===== src/rtl/snes_pkg.sv =====
// Shared types and constants for the SNES pad reader.
// Holds the frame state encoding, the button bit positions and the timing
// derivations. The SNES_DEBOUNCE_EN build option is handled in snes_pad_reader.
package snes_pkg;

    typedef enum logic [2:0] {
        IDLE,
        LATCH,
        CLK_LO,
        CLK_HI,
        DONE
    } snes_state_e;

    localparam int BTN_B      = 0;
    localparam int BTN_Y      = 1;
    localparam int BTN_SELECT = 2;
    localparam int BTN_START  = 3;
    localparam int BTN_UP     = 4;
    localparam int BTN_DOWN   = 5;
    localparam int BTN_LEFT   = 6;
    localparam int BTN_RIGHT  = 7;
    localparam int BTN_A      = 8;
    localparam int BTN_X      = 9;
    localparam int BTN_L      = 10;
    localparam int BTN_R      = 11;

    // System-clock cycles in one half period of snes_clk.
    function automatic int half_cycles(input int clk_hz, input int half_us);
        return clk_hz / 1_000_000 * half_us;
    endfunction

    // System-clock cycles between consecutive frame starts.
    function automatic int poll_period(input int clk_hz, input int poll_hz);
        return clk_hz / poll_hz;
    endfunction

endpackage


===== src/rtl/snes_pad_reader_if.sv =====
// Pad-side serial lines plus the decoded button outputs of the reader.
// master: the reader; slave: the pad and the game logic consuming buttons.
interface snes_pad_reader_if;
    logic        snes_data;
    logic        snes_latch;
    logic        snes_clk;
    logic [11:0] buttons;
    logic        up_out;
    logic        down_out;
    logic        left_out;
    logic        right_out;
    logic        frame_valid;
    logic        frame_err;

    modport master (
        input  snes_data,
        output snes_latch, snes_clk, buttons,
        output up_out, down_out, left_out, right_out,
        output frame_valid, frame_err
    );

    modport slave (
        output snes_data,
        input  snes_latch, snes_clk, buttons,
        input  up_out, down_out, left_out, right_out,
        input  frame_valid, frame_err
    );
endinterface


===== src/rtl/snes_half_tick.sv =====
// Phase timer for the pad protocol: a down-counter loaded with the phase
// length; expire_o is high on the last cycle of the phase.
module snes_half_tick #(
    parameter int W = 9
) (
    input  logic         clk,
    input  logic         reset,
    input  logic         load_i,
    input  logic [W-1:0] len_i,
    output logic         expire_o
);
    logic [W-1:0] cnt_q, cnt_d;

    // Reload on phase entry, otherwise count down and park at zero.
    always_comb begin
        cnt_d = cnt_q;
        if (load_i) begin
            cnt_d = len_i - W'(1);
        end else if (cnt_q != '0) begin
            cnt_d = cnt_q - W'(1);
        end
    end

    // Counter register.
    always_ff @(posedge clk) begin
        if (reset) cnt_q <= '0;
        else       cnt_q <= cnt_d;
    end

    assign expire_o = (cnt_q == '0);
endmodule


===== src/rtl/snes_pad_reader.sv =====
// SNES gamepad poller: latches the pad, shifts 16 bits out of it and presents
// the 12 real buttons as active-high levels. Frames with any of the four
// always-released bits reading pressed are flagged and discarded.
// Build option SNES_DEBOUNCE_EN: buttons only change when two consecutive
// error-free frames agree.
//
// state  | meaning
// IDLE   | waiting for the poll counter to reach 0
// LATCH  | snes_latch high for 2*HALF cycles
// CLK_LO | snes_clk low for HALF cycles, sample on last cycle
// CLK_HI | snes_clk high for HALF cycles, advance bit index
// DONE   | one cycle, evaluate the frame and update outputs
module snes_pad_reader
    import snes_pkg::*;
#(
    parameter int CLK_FREQ_HZ = 25_000_000,
    parameter int POLL_HZ     = 60,
    parameter int HALF_BIT_US = 6
) (
    input  logic               clk,
    input  logic               reset,
    snes_pad_reader_if.master  pad
);
    localparam int HALF   = half_cycles(CLK_FREQ_HZ, HALF_BIT_US);
    localparam int PERIOD = poll_period(CLK_FREQ_HZ, POLL_HZ);
    localparam int TW     = $clog2(2 * HALF + 1);
    localparam int PW     = $clog2(PERIOD);

    localparam logic [TW-1:0] LEN_HALF  = TW'(HALF);
    localparam logic [TW-1:0] LEN_LATCH = TW'(2 * HALF);

    // A frame must finish before the next poll starts.
    if (PERIOD <= 34 * HALF) begin : g_bad_timing
        $error("snes_pad_reader: poll period too short for one frame");
    end

    snes_state_e state_q, state_d;
    logic [PW-1:0] poll_q, poll_d;
    logic [3:0]    bit_q, bit_d;
    logic [15:0]   shreg_q, shreg_d;
    logic [11:0]   buttons_q, buttons_d;
    logic          err_q, err_d;
    logic          fv_q, fv_d;
    logic          latch_q, latch_d;
    logic          sclk_q, sclk_d;
    logic          data_meta_q, data_sync_q;
    logic          tick_load;
    logic [TW-1:0] tick_len;
    logic          tick_expire;
`ifdef SNES_DEBOUNCE_EN
    logic [11:0]   stable_q, stable_d;
`endif

    snes_half_tick #(.W(TW)) u_half_tick (
        .clk      (clk),
        .reset    (reset),
        .load_i   (tick_load),
        .len_i    (tick_len),
        .expire_o (tick_expire)
    );

    // Poll counter wraps at PERIOD; the value 0 requests a frame.
    always_comb begin
        poll_d = (poll_q == PW'(PERIOD - 1)) ? '0 : poll_q + PW'(1);
    end

    // Frame sequencing, sampling and output update.
    always_comb begin
        state_d   = state_q;
        bit_d     = bit_q;
        shreg_d   = shreg_q;
        buttons_d = buttons_q;
        err_d     = err_q;
        fv_d      = 1'b0;
        tick_load = 1'b0;
        tick_len  = LEN_HALF;
`ifdef SNES_DEBOUNCE_EN
        stable_d  = stable_q;
`endif
        case (state_q)
            IDLE: begin
                if (poll_q == '0) begin
                    state_d   = LATCH;
                    tick_load = 1'b1;
                    tick_len  = LEN_LATCH;
                end
            end
            LATCH: begin
                bit_d = 4'd0;
                if (tick_expire) begin
                    state_d   = CLK_LO;
                    tick_load = 1'b1;
                end
            end
            CLK_LO: begin
                if (tick_expire) begin
                    shreg_d[bit_q] = ~data_sync_q;
                    state_d        = CLK_HI;
                    tick_load      = 1'b1;
                end
            end
            CLK_HI: begin
                if (tick_expire) begin
                    if (bit_q != 4'd15) begin
                        bit_d     = bit_q + 4'd1;
                        state_d   = CLK_LO;
                        tick_load = 1'b1;
                    end else begin
                        state_d = DONE;
                    end
                end
            end
            DONE: begin
                state_d = IDLE;
                if (shreg_q[15:12] != 4'b0000) begin
                    err_d = 1'b1;
                end else begin
                    err_d = 1'b0;
`ifdef SNES_DEBOUNCE_EN
                    stable_d = shreg_q[11:0];
                    if (shreg_q[11:0] == stable_q) begin
                        buttons_d = shreg_q[11:0];
                        fv_d      = 1'b1;
                    end
`else
                    buttons_d = shreg_q[11:0];
                    fv_d      = 1'b1;
`endif
                end
            end
            default: state_d = IDLE;
        endcase
        latch_d = (state_d == LATCH);
        sclk_d  = (state_d != CLK_LO);
    end

    // State and datapath registers; pad lines are registered to stay glitch-free.
    always_ff @(posedge clk) begin
        if (reset) begin
            state_q     <= IDLE;
            poll_q      <= '0;
            bit_q       <= 4'd0;
            shreg_q     <= 16'h0000;
            buttons_q   <= 12'h000;
            err_q       <= 1'b0;
            fv_q        <= 1'b0;
            latch_q     <= 1'b0;
            sclk_q      <= 1'b1;
            data_meta_q <= 1'b1;
            data_sync_q <= 1'b1;
`ifdef SNES_DEBOUNCE_EN
            stable_q    <= 12'h000;
`endif
        end else begin
            state_q     <= state_d;
            poll_q      <= poll_d;
            bit_q       <= bit_d;
            shreg_q     <= shreg_d;
            buttons_q   <= buttons_d;
            err_q       <= err_d;
            fv_q        <= fv_d;
            latch_q     <= latch_d;
            sclk_q      <= sclk_d;
            data_meta_q <= pad.snes_data;
            data_sync_q <= data_meta_q;
`ifdef SNES_DEBOUNCE_EN
            stable_q    <= stable_d;
`endif
        end
    end

    assign pad.snes_latch  = latch_q;
    assign pad.snes_clk    = sclk_q;
    assign pad.buttons     = buttons_q;
    assign pad.up_out      = buttons_q[BTN_UP];
    assign pad.down_out    = buttons_q[BTN_DOWN];
    assign pad.left_out    = buttons_q[BTN_LEFT];
    assign pad.right_out   = buttons_q[BTN_RIGHT];
    assign pad.frame_valid = fv_q;
    assign pad.frame_err   = err_q;
endmodule


===== src/flat_wrapper.sv =====
// flat-port wrapper written by rule: the top's interface ports become plain ports
module snes_pad_reader_flat import snes_pkg::*;
#(
    parameter int CLK_FREQ_HZ = 25_000_000,
    parameter int POLL_HZ     = 60,
    parameter int HALF_BIT_US = 6
)
  (clk, reset, pad_snes_data, pad_snes_latch, pad_snes_clk, pad_buttons, pad_up_out, pad_down_out, pad_left_out, pad_right_out, pad_frame_valid, pad_frame_err);
  snes_pad_reader_if pad_i ();
  input  logic clk;
  input  logic reset;
  input wire logic [$bits(pad_i.snes_data)-1:0] pad_snes_data;
  output wire logic [$bits(pad_i.snes_latch)-1:0] pad_snes_latch;
  output wire logic [$bits(pad_i.snes_clk)-1:0] pad_snes_clk;
  output wire logic [$bits(pad_i.buttons)-1:0] pad_buttons;
  output wire logic [$bits(pad_i.up_out)-1:0] pad_up_out;
  output wire logic [$bits(pad_i.down_out)-1:0] pad_down_out;
  output wire logic [$bits(pad_i.left_out)-1:0] pad_left_out;
  output wire logic [$bits(pad_i.right_out)-1:0] pad_right_out;
  output wire logic [$bits(pad_i.frame_valid)-1:0] pad_frame_valid;
  output wire logic [$bits(pad_i.frame_err)-1:0] pad_frame_err;
  assign pad_i.snes_data = pad_snes_data;
  assign pad_snes_latch = pad_i.snes_latch;
  assign pad_snes_clk = pad_i.snes_clk;
  assign pad_buttons = pad_i.buttons;
  assign pad_up_out = pad_i.up_out;
  assign pad_down_out = pad_i.down_out;
  assign pad_left_out = pad_i.left_out;
  assign pad_right_out = pad_i.right_out;
  assign pad_frame_valid = pad_i.frame_valid;
  assign pad_frame_err = pad_i.frame_err;
  snes_pad_reader #(.CLK_FREQ_HZ(CLK_FREQ_HZ), .POLL_HZ(POLL_HZ), .HALF_BIT_US(HALF_BIT_US)) u_core (.clk(clk), .reset(reset), .pad(pad_i));
endmodule

===== config.mk =====
export PLATFORM = sky130hd
export DESIGN_NAME = snes_pad_reader_flat
export DESIGN_NICKNAME = d
export VERILOG_FILES = /design/src/rtl/snes_pkg.sv /design/src/rtl/snes_pad_reader_if.sv /design/src/rtl/snes_half_tick.sv /design/src/rtl/snes_pad_reader.sv /design/src/flat_wrapper.sv
export SDC_FILE = /design/constraint.sdc
export NUM_CORES = 1
export LEC_CHECK = 0
export CORE_UTILIZATION = 55
export CTS_BUF_LIST = sky130_fd_sc_hd__clkbuf_4 sky130_fd_sc_hd__clkbuf_8
export DETAILED_ROUTE_END_ITERATION = 12
export GPL_TIMING_DRIVEN = 0
export PLACE_DENSITY_LB_ADDON = 0.12
export SLEW_MARGIN = 40
export SYNTH_ARGS = -nofsm -noshare
export SYNTH_HDL_FRONTEND = slang
export SYNTH_HIERARCHICAL = 1
export SYNTH_SLANG_ARGS = --single-unit

===== constraint.sdc =====
create_clock -name clk -period 3.7 [get_ports clk]
set_input_delay 0.74 -clock clk [delete_from_list [all_inputs] [get_ports clk]]
set_output_delay 0.74 -clock clk [all_outputs]
set_load 0.01 [all_outputs]

# --- After elaboration in Yosys (flattened, before gate mapping) ---
# Cells that the tools add are included.
classes:
  addsub: 4
  n_lt_le_gt_ge: 2
  n_eq_ne: 10
  mux: 23
  bitwise_logic: 3
  n_reduce_logical: 14
ops:
  columns: ["op", "n"]
  rows:
  - ["9-bit 2-to-1 mux", 4]
  - ["19-bit by 1-bit adder with 19-bit output, second input constant", 1]
  - ["19-bit equality test, second input constant", 1]
  - ["19-bit logical NOT", 1]
  - ["9-bit by 1-bit subtractor with 9-bit output, second input constant", 2]
  - ["16-bit bitwise mux", 1]
  - ["3-bit 2-to-1 mux", 5]
  - ["3-bit case mux with 4 select lines", 1]
  - ["9-bit logical NOT", 1]
  - ["9-bit nonzero test", 1]
  - ["4-bit 2-to-1 mux", 2]
  - ["4-bit case mux with 2 select lines", 1]
  - ["1-bit 2-to-1 mux", 7]
  - ["3-bit by 1-bit equality test with 1-bit output, second input constant", 2]
  - ["3-bit by 2-bit equality test with 1-bit output, second input constant", 2]
  - ["2-bit OR reduction", 3]
  - ["4-bit by 5-bit < comparator with 1-bit output, second input constant", 1]
  - ["4-bit by 1-bit adder with 4-bit output, second input constant", 1]
  - ["1-bit demux with 4-bit select", 1]
  - ["4-bit by 1-bit >= comparator with 1-bit output, second input constant", 1]
  - ["2-bit by 1-bit != test with 1-bit output, second input constant", 2]
  - ["4-bit != test, second input constant", 1]
  - ["2-bit AND reduction", 2]
  - ["2-bit nonzero test", 2]
  - ["8 further kinds", 10]
word_totals:
  reg_bits: 69
  word_cells: 68

# --- Depth between registers and ports, before layout ---
depth:
  depth_word: 5
  ltp_mapped: 16

# --- Modules after synthesis ---
# The synthesis kept the hierarchy.
by_module_without_submodules:
  columns: ["module", "instances", "cells_each", "area_each_um2", "seq_area_each_um2"]
  rows:
  - ["snes_pad_reader", 1, 282, 2571.2, 1201.2]
  - ["snes_half_tick", 1, 65, 608.1, 180.2]

# --- Least setup slack after synthesis ---
# No wires, ideal clock.
synth_path:
  path_type: "register -> register"
  start: "reg u_core.u_half_tick.cnt_q[5]"
  end: "reg u_core.u_half_tick.cnt_q[8]"
  setup_time_ns: 0.115
  t_arrival_ns: 3.692
  required_ns: 3.585
  path_slack_ns: -0.107
  stages_incl_launch_ff: 15
  synth_period_minus_slack_ns: 3.807
  cell_sequence: "dfxtp_1 > nor4_4 > nand2b_1 > nor3_1 > clkbuf_1 > inv_1 > o41ai_1 > buf_2 > buf_2 > mux2i_1 > ha_1 > or2b_1 > or4b_1 > and3_1 > o21ba_1"
synth_via:
  elab_chain_len: 4
synth_lines:
  columns: ["element", "line", "source"]
  rows:
  - ["from (decl)", "snes_half_tick.sv:12", "logic [W-1:0] cnt_q, cnt_d;"]
  - ["from (signal assigned)", "snes_half_tick.sv:27", "else cnt_q <= cnt_d;"]
  - ["9-bit logical NOT *", "snes_half_tick.sv:30", "assign expire_o = (cnt_q == '0);"]
  - ["named net u_core.tick_expire", "snes_pad_reader.sv:49", "logic tick_expire;"]
  - ["1-bit 2-to-1 mux, on equally long branches", "snes_pad_reader.sv:103, snes_pad_reader.sv:90, snes_pad_reader.sv:96", null]
  - ["1-bit case mux with 3 select lines *", "snes_pad_reader.sv:80", "case (state_q)"]
  - ["named net u_core.tick_load", "snes_pad_reader.sv:47", "logic tick_load;"]
  - ["9-bit 2-to-1 mux / 2-bit nonzero test (equally long branches)", null, null]
# The timed path passes the listed nets; every way through them passes the cells marked *. The select of a mux whose other input is x is not followed.
# A chain may end at the register's enable or synchronous reset.

# --- Final worst setup path ---
# Ends and elaborated chain as after synthesis.

==> impl_metrics.py <==
metrics = {
    "worst_setup_path": {
        "critical_path.max_fanout": 9,
        "startpoint_type": "flip-flop",
        "critical-path-top-delay-family": "simple AND/OR/NAND/NOR gates",
        "critical_path_depth": 13,
        "cp_data_arrival_time_ps": 3740,
        "critical_path.cell_chain": "nor4_4 -> nand2b_1 -> nor3_2 -> buf_4 -> inv_1 -> o41ai_4 -> buf_4 -> mux2i_1 -> ha_2 -> or2b_1 -> or4b_1 -> and3_1 -> o21ba_1",
        "timing.reg2reg.worst_path_depth": 13,
        "critPathKind": "flip-flop to flip-flop",
        "required_ps": 3940,
        "end_kind": "flip-flop",
        "crit_buf_inv": 3,
        "worstReg2RegStart": "u_core/u_half_tick/cnt_q[5]",
        "timing.critical_path.slowest_cell_delay_ps": 520,
        "timing.critical_path.slowest_stage_cell": "sky130_fd_sc_hd__or4b_1",
        "crit_path_start": "u_core/u_half_tick/cnt_q[5]",
        "cp_most_frequent_cell": "sky130_fd_sc_hd__buf_4",
    },
    "sta": {
        "timing.final.setup_violations": 0,
        "max_slew.worst_pin.slew_ps": 599.2,
        "headroom_to_the_max_slew_limit_pct": 59.92,
        "whs_ps": 410.7,
        "finalWorstPathRequiredPeriod_ps": 3499,
        "worst_skew_ps": 8.476,
        "fin_tns_setup_ps": 0,
        "finalHoldViolCount": 0,
        "layout_worst_path_cycle_share_pct": 94.57,
        "fmax_ghz": 0.2858,
        "timing_max_transition_violations_final": 0,
    },
    "clocking": {
        "cts.reportedPaths.clkPinSlew_ps": 70,
        "cts_inserted_buffers": 9,
        "cts_num_sinks": 69,
        "clock_tree.buffer_depth": 2,
        "cts_hold_buffers": 0,
        "tritoncts_clock_tree": "built",
        "htreeDepth": 3,
        "cts-root-buf": "sky130_fd_sc_hd__clkbuf_8",
        "worstSkewPairLatency_ps": 340,
    },
    "die": {
        "initial_utilization_pct": 57.38,
        "fp.dieArea_um2": 6089,
        "die_h_um": 78.03,
        "top_level_ports": 23,
        "die_x_extent_um": 78.03,
        "num_rows": 27,
        "fp.coreArea_um2": 5540,
    },
    "outcome": {
        "status": "complete, no violations",
    },
    "global_routing": {
        "grt_pass1_wl_um": 10740,
        "track_usage_pct": 22.40,
        "pin_count_of_the_biggest_net_entering_global_routing": 14,
        "total_global_routing_overflow": 0,
        "first_global_vias": 2353,
        "number_of_antenna_violations_at_the_first_check_in_global_routing": 0,
    },
    "synthesis": {
        "synth_seq_area_share_pct": 43.45,
        "post_synth_edffs": 0,
        "ys_dominant_reg_cell": "sky130_fd_sc_hd__dfxtp_1",
        "synthArstFlopShare_pct": 0,
        "synthesis.area_per_instance_um2": 9.162,
        "ys_warns": 6,
        "mappedNetlistArea_um2": 3179,
        "flip_flop_and_latch_count_after_synthesis": 69,
        "synthDistinctLibCells": 50,
        "syn_inst": 347,
    },
    "power": {
        "power-per-cell-area_nw_per_um2": 534.4,
        "power.total_mw": 2.013,
        "static_leakage_nw": 1.315,
        "vdd_drop_max_mv": 0.3688,
    },
    "placed_design": {
        "detailedPlacementHpwl_um": 4357,
        "dpl-instance-area_um2": 3516,
        "place.detailed.instances": 447,
        "portBuffers": 22,
        "finalWeightedCongestion": 0.8125,
    },
    "layout": {
        "post_route_cells_drive_above_1_share_pct": 12.18,
        "sequential_cell_area_um2": 1381,
        "antennaDiodeCount": 0,
        "layout-area-overhead-vs-synth_pct": 18.50,
        "design_area_um2": 3767,
        "final_net_count": 400,
        "finalNonFillerCells": 466,
        "fillCellCount": 439,
        "multiInputGateArea_um2": 1673,
    },
    "detailed_routing": {
        "route.final.wire_length_um": 6377,
        "firstDrtPassIters": 4,
        "route.detailed.drc": 0,
        "detail_route.vias_per_cell": 5.667,
        "total_via_count_in_the_routed_design": 2641,
        "drt-wirelength-per-cell_um": 13.68,
        "initialDrtViolationCount": 122,
        "ant_nets": 0,
    },
    "min_path": {
        "worst_hold_path.num_cells": 1,
        "hp-start": "u_core/data_meta_q",
        "worstHoldPathType": "flip-flop to flip-flop",
    },
    "run": {
        "maxCapViolations": 0,
    },
}
routing by layer:
| metal | track usage [%] | vias to the layer above | share of wire [%] |
|---|---|---|---|
| met4 | 11.67 | 0 | 1.7 |
| met5 | 0 | - | 0 |
| li1 | - | 1337 | - |
| met1 | 28.35 | 1240 | 47 |
| met2 | 36.90 | 55 | 48 |
| met3 | 3.488 | 9 | 3.1 |
logic make-up after synthesis:
group | after synthesis | synth area share, %
adder cells (fa/ha/maj) | 8 | 3.148
multiplexers | 7 | 2.243
buffers and inverters | 39 | 5.470
AND/OR/NAND/NOR | 126 | 22.24
other | 2 | 0.2362
XOR/XNOR | 19 | 5.234
AO/OA/AOI/OAI | 77 | 17.99
flip-flops | 69 | 43.45
power breakdown:
part | total, mW | internal, mW | switching [mW]
Clock | 0.607 | 0.313 | 0.294
Sequential | 0.854 | 0.798 | 0.0555
Combinational | 0.553 | 0.259 | 0.295
stage by stage:
step / setup WS (ps) / utilization (%)
floorplan: 31.71 / -
global placement: -323.1 / 63.46
detailed placement: -409.7 / 63.46
CTS: 64.00 / 67.52
global route: -16.55 / 68.00
finish: 201.1 / 68.00
layout make-up:
cell class / count / share of cell area, %
buffer: 27 / 3.554
clock buffer: 9 / 3.288
clock inverter: 7 / 1.959
inverter: 11 / 1.096
multi-input combinational: 245 / 44.40
sequential: 69 / 36.67
tap: 72 / 2.391
timing repair buffer: 26 / 6.642
sequential cells by signal, summed over array words and instances (netlist names):
register                  count
u_core/data_meta_q            1
u_core/poll_q                19
u_core/bit_q                  4
u_core/pad.snes_latch         1
u_core/pad.frame_err          1
u_core/pad.buttons           12
u_core/pad.snes_clk           1
u_core/state_q                3
u_core/u_half_tick/cnt_q      9
u_core/data_sync_q            1
u_core/pad.frame_valid        1
u_core/shreg_q               16
cell usage after synthesis, types with 11 or more instances:
cell type	instances	area, um2
sky130_fd_sc_hd__nor3_1	14	70.07
sky130_fd_sc_hd__a21oi_1	28	140.1
sky130_fd_sc_hd__inv_1	11	41.29
sky130_fd_sc_hd__nand3_1	15	75.07
sky130_fd_sc_hd__xnor2_1	15	131.4
sky130_fd_sc_hd__a22o_1	12	105.1
sky130_fd_sc_hd__clkbuf_1	15	56.30
sky130_fd_sc_hd__dfxtp_1	69	1381
sky130_fd_sc_hd__nor4_1	13	81.33
sky130_fd_sc_hd__nand2_1	11	41.29
sky130_fd_sc_hd__nor2_1	30	112.6
sky130_fd_sc_hd__a311oi_1	15	131.4
worst reg2reg max path, cell delays in order, from the launching register on:
cell and delay, ps:
sky130_fd_sc_hd__dfxtp_1 360, sky130_fd_sc_hd__nor4_4 320, sky130_fd_sc_hd__nand2b_1 130, sky130_fd_sc_hd__nor3_2 160, sky130_fd_sc_hd__buf_4 180, sky130_fd_sc_hd__inv_1 100
sky130_fd_sc_hd__o41ai_4 380, sky130_fd_sc_hd__buf_4 200, sky130_fd_sc_hd__mux2i_1 220, sky130_fd_sc_hd__ha_2 230, sky130_fd_sc_hd__or2b_1 260, sky130_fd_sc_hd__or4b_1 520
sky130_fd_sc_hd__and3_1 190, sky130_fd_sc_hd__o21ba_1 160
cell usage in the layout (no fill, tap or decap), types with 6 or more instances in the layout:
master and n:
sky130_fd_sc_hd__nand3_1 15, sky130_fd_sc_hd__nor2_1 30, sky130_fd_sc_hd__clkbuf_8 9, sky130_fd_sc_hd__ha_1 7
sky130_fd_sc_hd__inv_1 11, sky130_fd_sc_hd__buf_4 11, sky130_fd_sc_hd__conb_1 8, sky130_fd_sc_hd__mux2i_1 6
sky130_fd_sc_hd__nor2b_1 6, sky130_fd_sc_hd__xnor2_1 15, sky130_fd_sc_hd__nor4_1 13, sky130_fd_sc_hd__a22o_1 12
sky130_fd_sc_hd__clkbuf_1 14, sky130_fd_sc_hd__a21oi_1 28, sky130_fd_sc_hd__clkdlybuf4s50_1 22, sky130_fd_sc_hd__nand2_1 11
sky130_fd_sc_hd__nor3_1 13, sky130_fd_sc_hd__dfxtp_1 69, sky130_fd_sc_hd__a311oi_1 15
path summary, 6_finish.rpt:
path | end | slack, ps
setup / recovery | u_core/u_half_tick/cnt_q[8] | 200
setup reg to reg | u_core/u_half_tick/cnt_q[8] | 200
hold reg to reg | u_core/data_sync_q | 410
hold / removal | u_core/data_sync_q | 410
timing repair:
action | 4_1_cts | 5_1_grt
resized for setup | 2 | 4
buffers inserted | 3 | 1
setup endpoints to repair | 2 | 1
gates cloned | 0 | 0
Power figures use the tool's default switching activity.
